<file path="src/rtl/ctrl_pipe_pkg.sv">
// Shared defaults, stage indices and control-bundle field offsets for ctrl_pipeline.
package ctrl_pipe_pkg;

    localparam int W_DEF      = 15;
    localparam int STAGES_DEF = 3;
    localparam int CNT_W_DEF  = 32;

    localparam int STG_E = 0;
    localparam int STG_M = 1;
    localparam int STG_W = 2;

    localparam int MEMTOREG       = 0;
    localparam int MEMWRITE       = 1;
    localparam int ALUSRC         = 2;
    localparam int REGDST         = 3;
    localparam int REGWRITE       = 4;
    localparam int JAL            = 5;
    localparam int JR             = 6;
    localparam int BAL            = 7;
    localparam int MEMEN          = 8;
    localparam int HILOWRITE      = 9;
    localparam int ALUCONTROL_LSB = 10;
    localparam int ALUCONTROL_W   = 5;

endpackage

</file>
<file path="src/rtl/ctrl_pipe_stage.sv">
// One control-pipeline stage: W-bit bundle plus valid bit, one register deep.
// Priority flush > hold > bubble > load; an invalid entry always carries a zero bundle.
module ctrl_pipe_stage #(
    parameter int W = 15
) (
    input  logic         clk,
    input  logic         rst,
    input  logic         hold_i,
    input  logic         bubble_i,
    input  logic         flush_i,
    input  logic [W-1:0] d_i,
    input  logic         valid_i,
    output logic [W-1:0] ctrl_o,
    output logic         valid_o
);

    logic [W-1:0] ctrl_q, ctrl_d;
    logic         valid_q, valid_d;

    always_comb begin
        ctrl_d  = ctrl_q;
        valid_d = valid_q;
        if (flush_i) begin
            ctrl_d  = '0;
            valid_d = 1'b0;
        end else if (!hold_i) begin
            if (bubble_i) begin
                ctrl_d  = '0;
                valid_d = 1'b0;
            end else begin
                ctrl_d  = d_i;
                valid_d = valid_i;
            end
        end
    end

    always_ff @(posedge clk or posedge rst) begin
        if (rst) begin
            ctrl_q  <= '0;
            valid_q <= 1'b0;
        end else begin
            ctrl_q  <= ctrl_d;
            valid_q <= valid_d;
        end
    end

    assign ctrl_o  = ctrl_q;
    assign valid_o = valid_q;

endmodule

</file>
<file path="src/rtl/ctrl_pipeline.sv">
// Decode-to-writeback control-bundle pipeline with per-stage hold/flush and automatic bubbles.
// Define CTRL_PIPE_PERF_EN to add saturating stall/bubble/flush counters and perf_clr.
module ctrl_pipeline
    import ctrl_pipe_pkg::*;
#(
    parameter int W      = W_DEF,
    parameter int STAGES = STAGES_DEF
`ifdef CTRL_PIPE_PERF_EN
    ,
    parameter int CNT_W  = CNT_W_DEF
`endif
) (
    input  logic                  clk,
    input  logic                  rst,
    input  logic [W-1:0]          in_ctrl,
    input  logic                  in_valid,
    output logic                  in_ready,
    input  logic [STAGES-1:0]     stall,
    input  logic [STAGES-1:0]     flush,
    output logic [STAGES*W-1:0]   stage_ctrl,
    output logic [STAGES-1:0]     stage_valid
`ifdef CTRL_PIPE_PERF_EN
    ,
    input  logic                  perf_clr,
    output logic [CNT_W-1:0]      stall_cnt,
    output logic [CNT_W-1:0]      bubble_cnt,
    output logic [CNT_W-1:0]      flush_cnt
`endif
);

    logic [STAGES-1:0] hold;
    logic [STAGES-1:0] bubble;
    logic [W-1:0]      ctrl_arr [STAGES];
    logic              dec_fire;

    // A stall anywhere downstream freezes every earlier stage.
    always_comb begin
        hold = '0;
        hold[STAGES-1] = stall[STAGES-1];
        for (int k = STAGES - 2; k >= 0; k--) begin
            hold[k] = stall[k] | hold[k+1];
        end
    end

    assign in_ready = ~hold[0];
    assign dec_fire = in_valid & in_ready;

    always_comb begin
        bubble    = '0;
        bubble[0] = ~dec_fire;
        for (int k = 1; k < STAGES; k++) begin
            bubble[k] = hold[k-1];
        end
    end

    for (genvar k = 0; k < STAGES; k++) begin : g_stage
        logic [W-1:0] d_k;
        logic         v_k;
        if (k == 0) begin : g_first
            assign d_k = in_ctrl;
            assign v_k = in_valid;
        end else begin : g_rest
            assign d_k = ctrl_arr[k-1];
            assign v_k = stage_valid[k-1];
        end

        ctrl_pipe_stage #(.W(W)) u_stage (
            .clk      (clk),
            .rst      (rst),
            .hold_i   (hold[k]),
            .bubble_i (bubble[k]),
            .flush_i  (flush[k]),
            .d_i      (d_k),
            .valid_i  (v_k),
            .ctrl_o   (ctrl_arr[k]),
            .valid_o  (stage_valid[k])
        );

        assign stage_ctrl[k*W +: W] = ctrl_arr[k];
    end

`ifdef CTRL_PIPE_PERF_EN
    logic [CNT_W-1:0] stall_cnt_q,  stall_cnt_d;
    logic [CNT_W-1:0] bubble_cnt_q, bubble_cnt_d;
    logic [CNT_W-1:0] flush_cnt_q,  flush_cnt_d;
    logic [CNT_W:0]   stall_sum, bubble_sum, flush_sum, flush_inc;
    logic             bubble_any;

    // Only bubbles that actually land (stage not held, not flushed) are counted.
    always_comb begin
        bubble_any = 1'b0;
        flush_inc  = '0;
        for (int k = 1; k < STAGES; k++) begin
            bubble_any = bubble_any | (hold[k-1] & ~hold[k] & ~flush[k]);
        end
        for (int k = 0; k < STAGES; k++) begin
            flush_inc = flush_inc + (CNT_W+1)'(flush[k] & stage_valid[k]);
        end
        stall_sum  = {1'b0, stall_cnt_q}  + (CNT_W+1)'(in_valid & ~in_ready);
        bubble_sum = {1'b0, bubble_cnt_q} + (CNT_W+1)'(bubble_any);
        flush_sum  = {1'b0, flush_cnt_q}  + flush_inc;

        stall_cnt_d  = stall_sum[CNT_W]  ? '1 : stall_sum[CNT_W-1:0];
        bubble_cnt_d = bubble_sum[CNT_W] ? '1 : bubble_sum[CNT_W-1:0];
        flush_cnt_d  = flush_sum[CNT_W]  ? '1 : flush_sum[CNT_W-1:0];
        if (perf_clr) begin
            stall_cnt_d  = '0;
            bubble_cnt_d = '0;
            flush_cnt_d  = '0;
        end
    end

    always_ff @(posedge clk or posedge rst) begin
        if (rst) begin
            stall_cnt_q  <= '0;
            bubble_cnt_q <= '0;
            flush_cnt_q  <= '0;
        end else begin
            stall_cnt_q  <= stall_cnt_d;
            bubble_cnt_q <= bubble_cnt_d;
            flush_cnt_q  <= flush_cnt_d;
        end
    end

    assign stall_cnt  = stall_cnt_q;
    assign bubble_cnt = bubble_cnt_q;
    assign flush_cnt  = flush_cnt_q;
`endif

endmodule

</file>
<file path="config.mk">
export PLATFORM = sky130hd
export DESIGN_NAME = ctrl_pipeline
export DESIGN_NICKNAME = d
export VERILOG_FILES = /design/src/rtl/ctrl_pipe_pkg.sv /design/src/rtl/ctrl_pipe_stage.sv /design/src/rtl/ctrl_pipeline.sv
export SDC_FILE = /design/constraint.sdc
export NUM_CORES = 1
export LEC_CHECK = 0
export CAP_MARGIN = 15
export CORE_MARGIN = 2
export CORE_UTILIZATION = 40
export DETAILED_ROUTE_END_ITERATION = 10
export MAX_ROUTING_LAYER = met4
export PLACE_DENSITY = 0.83
export SKIP_CTS_REPAIR_TIMING = 1
export SLEW_MARGIN = 20
export SYNTH_ARGS = -nofsm -noshare
export SYNTH_HDL_FRONTEND = slang
export SYNTH_SLANG_ARGS = --single-unit
export TNS_END_PERCENT = 10
</file>
<file path="constraint.sdc">
create_clock -name clk -period 1.7 [get_ports clk]
set_input_delay 0.51 -clock clk [delete_from_list [all_inputs] [get_ports clk]]
set_output_delay 0.51 -clock clk [all_outputs]
set_load 0.01 [all_outputs]
</file>
==> metrics.cfg, run 1 <==
[cts]
cts_tree=done
clock_sinks=48
ctsHtreeMaxLevel=2
cts_made_buffers=5
cts_buffer_depth=2
clk_pin_slew_ps=70
cts_root_buf=clkbuf_8
insertion_delay_ps=310

[die]
die_area_mm2=0.00569
design.core.area_mm2=0.00501
ios=73
initial_utilization=0.408
die_w_um=75.5
core.rowCount=26
chipHeight_um=75.5

[sta]
hold_viol=0
finalMaxSlewViolations=0
worstMarginPinSlew_ps=586
worst_slack_ps=131
fmax_mhz=637
rsz0062_at_grt=false
setup_viol_count_final=0
slew_headroom=0.607
skew_ps=8.61
fin_crit_ps=1570
tns_ps=0
finalCritPeriodShare=0.923

[cells_and_area]
fin_nets=248
nFillCells=391
antenna_cells=0
area_growth_pct=51.3
stdcell_count=295
fin_util=0.617
layout-drive-gt1-share=0.111

[drt]
dr.pass1.iters=3
drc=0
totalWireLength_um=4780
wl_per_cell_um=16.2
ant_nets=0
drtIter0Drc=75
num_vias=1487
vias_per_cell=5.04

[pwr]
clockPowerShare=0.371
internal-power_uw=1700
netSwitchingFraction=0.221
p_seq_frac=0.532
p_per_area_mw_per_mm2=705
power_switching_uw=481
p_leak_uw=0.00217
ir_drop_uv=323
pwr-share-comb=0.098
fin_total_pwr_uw=2180

[critical_path]
critPathCaptureType=output port
path_max_fanout=2
start_kind=input port
crit_path_max_incr_delay_ps=220
slowest_stage=nor3_4
path_cells=dlymetal6s2s_1 -> nor3_4 -> buf_2
crit_type=in -> out
crit_buf_inv=2
arrival_ps=1060
worst-endpoint-required_ps=1190
critPathTopFamily=buffers and inverters

[place]
post-place-ws_ps=-654
placed_cells=287
io_buffers=72
dp_hpwl_um=3470
place_congestion=0.679

[synthesis]
syn-cell-area_mm2=0.00204
yosysTopAreaCellShare=0.588
ys_warn_count=0
yosysSeqAreaShare=0.588
synth-seq-cells=48
synth_area_leader_cell=dfrtp_1
synth_area_per_cell_um2=13.8
synth_nets=172
syn_inst=148
ys_types=18
synthTopCellsByArea=dfrtp_1 59%, a22o_1 14%, mux2i_1 7.4%

[job]
maxCapViolCount=0

[global_route]
track_usage=0.175
antenna_found_initial=0
grt_max_degree=49
gr-total-overflow=0
grt_pass1_vias=1510
grt_pass1_wl_um=7330

[status]
outcome=complete, no violations

[hold_path]
hold_path_class=reg -> reg

[registers in the layout, summed over array words and instances, names as in the netlist]
register                 cells
g_stage.u_stage.valid_o      3
g_stage.u_stage.ctrl_o      45
[layout by cell type, fill, tap and decap left out]
master / netlist / layout
mux2i_1: 15 / 15
nor3_4: 1 / 1
dlymetal6s2s_1: 0 / 51
nor2b_2: 0 / 1
dfrtp_1: 48 / 48
nor3_2: 1 / 1
a21oi_1: 1 / 1
o31ai_1: 1 / 1
a22o_1: 32 / 32
clkbuf_8: 0 / 5
nand3b_1: 15 / 15
clkbuf_1: 4 / 1
inv_2: 0 / 1
buf_2: 0 / 1
nor4_4: 1 / 1
clkdlybuf4s50_1: 0 / 20
bufinv_16: 0 / 1
or4b_1: 1 / 1
clkinv_2: 0 / 1
o21ba_2: 1 / 1
buf_12: 1 / 3
nand2b_1: 15 / 15
buf_4: 6 / 8
[power groups by stage]
stage,logic (µW),registers (µW),clock network (µW)
finish,212,1160,808
global route,232,1160,859
CTS,218,1160,813
detailed placement,217,1180,0
global placement,213,1180,0
floorplan,99.3,1180,0
[stage by stage]
step           hold slack [ps]  cell area (µm²)
2_1_floorplan              474             2040
3_3_place_gp               501             2860
3_5_place_dp               496             2860
4_1_cts                    514             2960
5_1_grt                    530             3090
6_report                   506             3090
[path summary, 6_finish.rpt]
path	startpoint	endpoint	slack, ps	cells past startpoint
max in group asynchronous	rst	g_stage[2].u_stage.valid_o$_DFFE_PP0P_	920	3
setup reg to reg	g_stage[1].u_stage.ctrl_o[0]$_DFFE_PP0P_	g_stage[1].u_stage.ctrl_o[0]$_DFFE_PP0P_	950	1
hold reg to reg	g_stage[2].u_stage.ctrl_o[9]$_DFFE_PP0P_	g_stage[2].u_stage.ctrl_o[9]$_DFFE_PP0P_	510	1
hold / removal	g_stage[2].u_stage.ctrl_o[9]$_DFFE_PP0P_	g_stage[2].u_stage.ctrl_o[9]$_DFFE_PP0P_	510	1
setup / recovery	stall[1]	in_ready	130	3
min in group asynchronous	rst	g_stage[1].u_stage.ctrl_o[11]$_DFFE_PP0P_	560	3
[logic make-up (layout without fill, tap and decap cells)]
group	Yosys count	count (layout)	share of synthesized area
multiplexers	15	15	0.0735
flip-flops	48	48	0.588
buffers and inverters	15	92	0.0576
AO/OA/AOI/OAI	35	35	0.148
AND/OR/NAND/NOR	35	35	0.132
[layer usage]
metal  part of all wire  wire (µm)  global-route usage
met5                  0          0                   -
met3              0.046        218              0.0251
met4              0.018         84              0.0760
met1               0.43       2060               0.233
met2               0.50       2410               0.270
[cells in the mapped netlist]
master / instances
o31ai_1: 1
clkbuf_1: 4
or4b_1: 1
o21ba_2: 1
buf_12: 1
nand2b_1: 15
buf_4: 6
nor3_2: 1
inv_1: 1
dfrtp_1: 48
a22o_1: 32
nor4_4: 1
nor2b_1: 1
a21oi_1: 1
nor3_4: 1
buf_6: 3
mux2i_1: 15
nand3b_1: 15
[layout make-up]
class                           instances  area (µm²)  area share
Clock inverter                          2        35.0      0.0113
Inverter                                1        3.75     0.00122
Multi-Input combinational cell         85         726       0.235
Tap cell                               70        87.6      0.0284
Clock buffer                            6        72.6      0.0235
Timing Repair Buffer                   83         963       0.312
Sequential cell                        48        1200       0.389
No activity file was read; power rests on OpenSTA's default activity.
==> run 2: changes to the inputs <==
- SLEW_MARGIN: 20 -> default
==> results of run 2 <==
No change in the layout: final DEF, timing and power equal those of run 1.
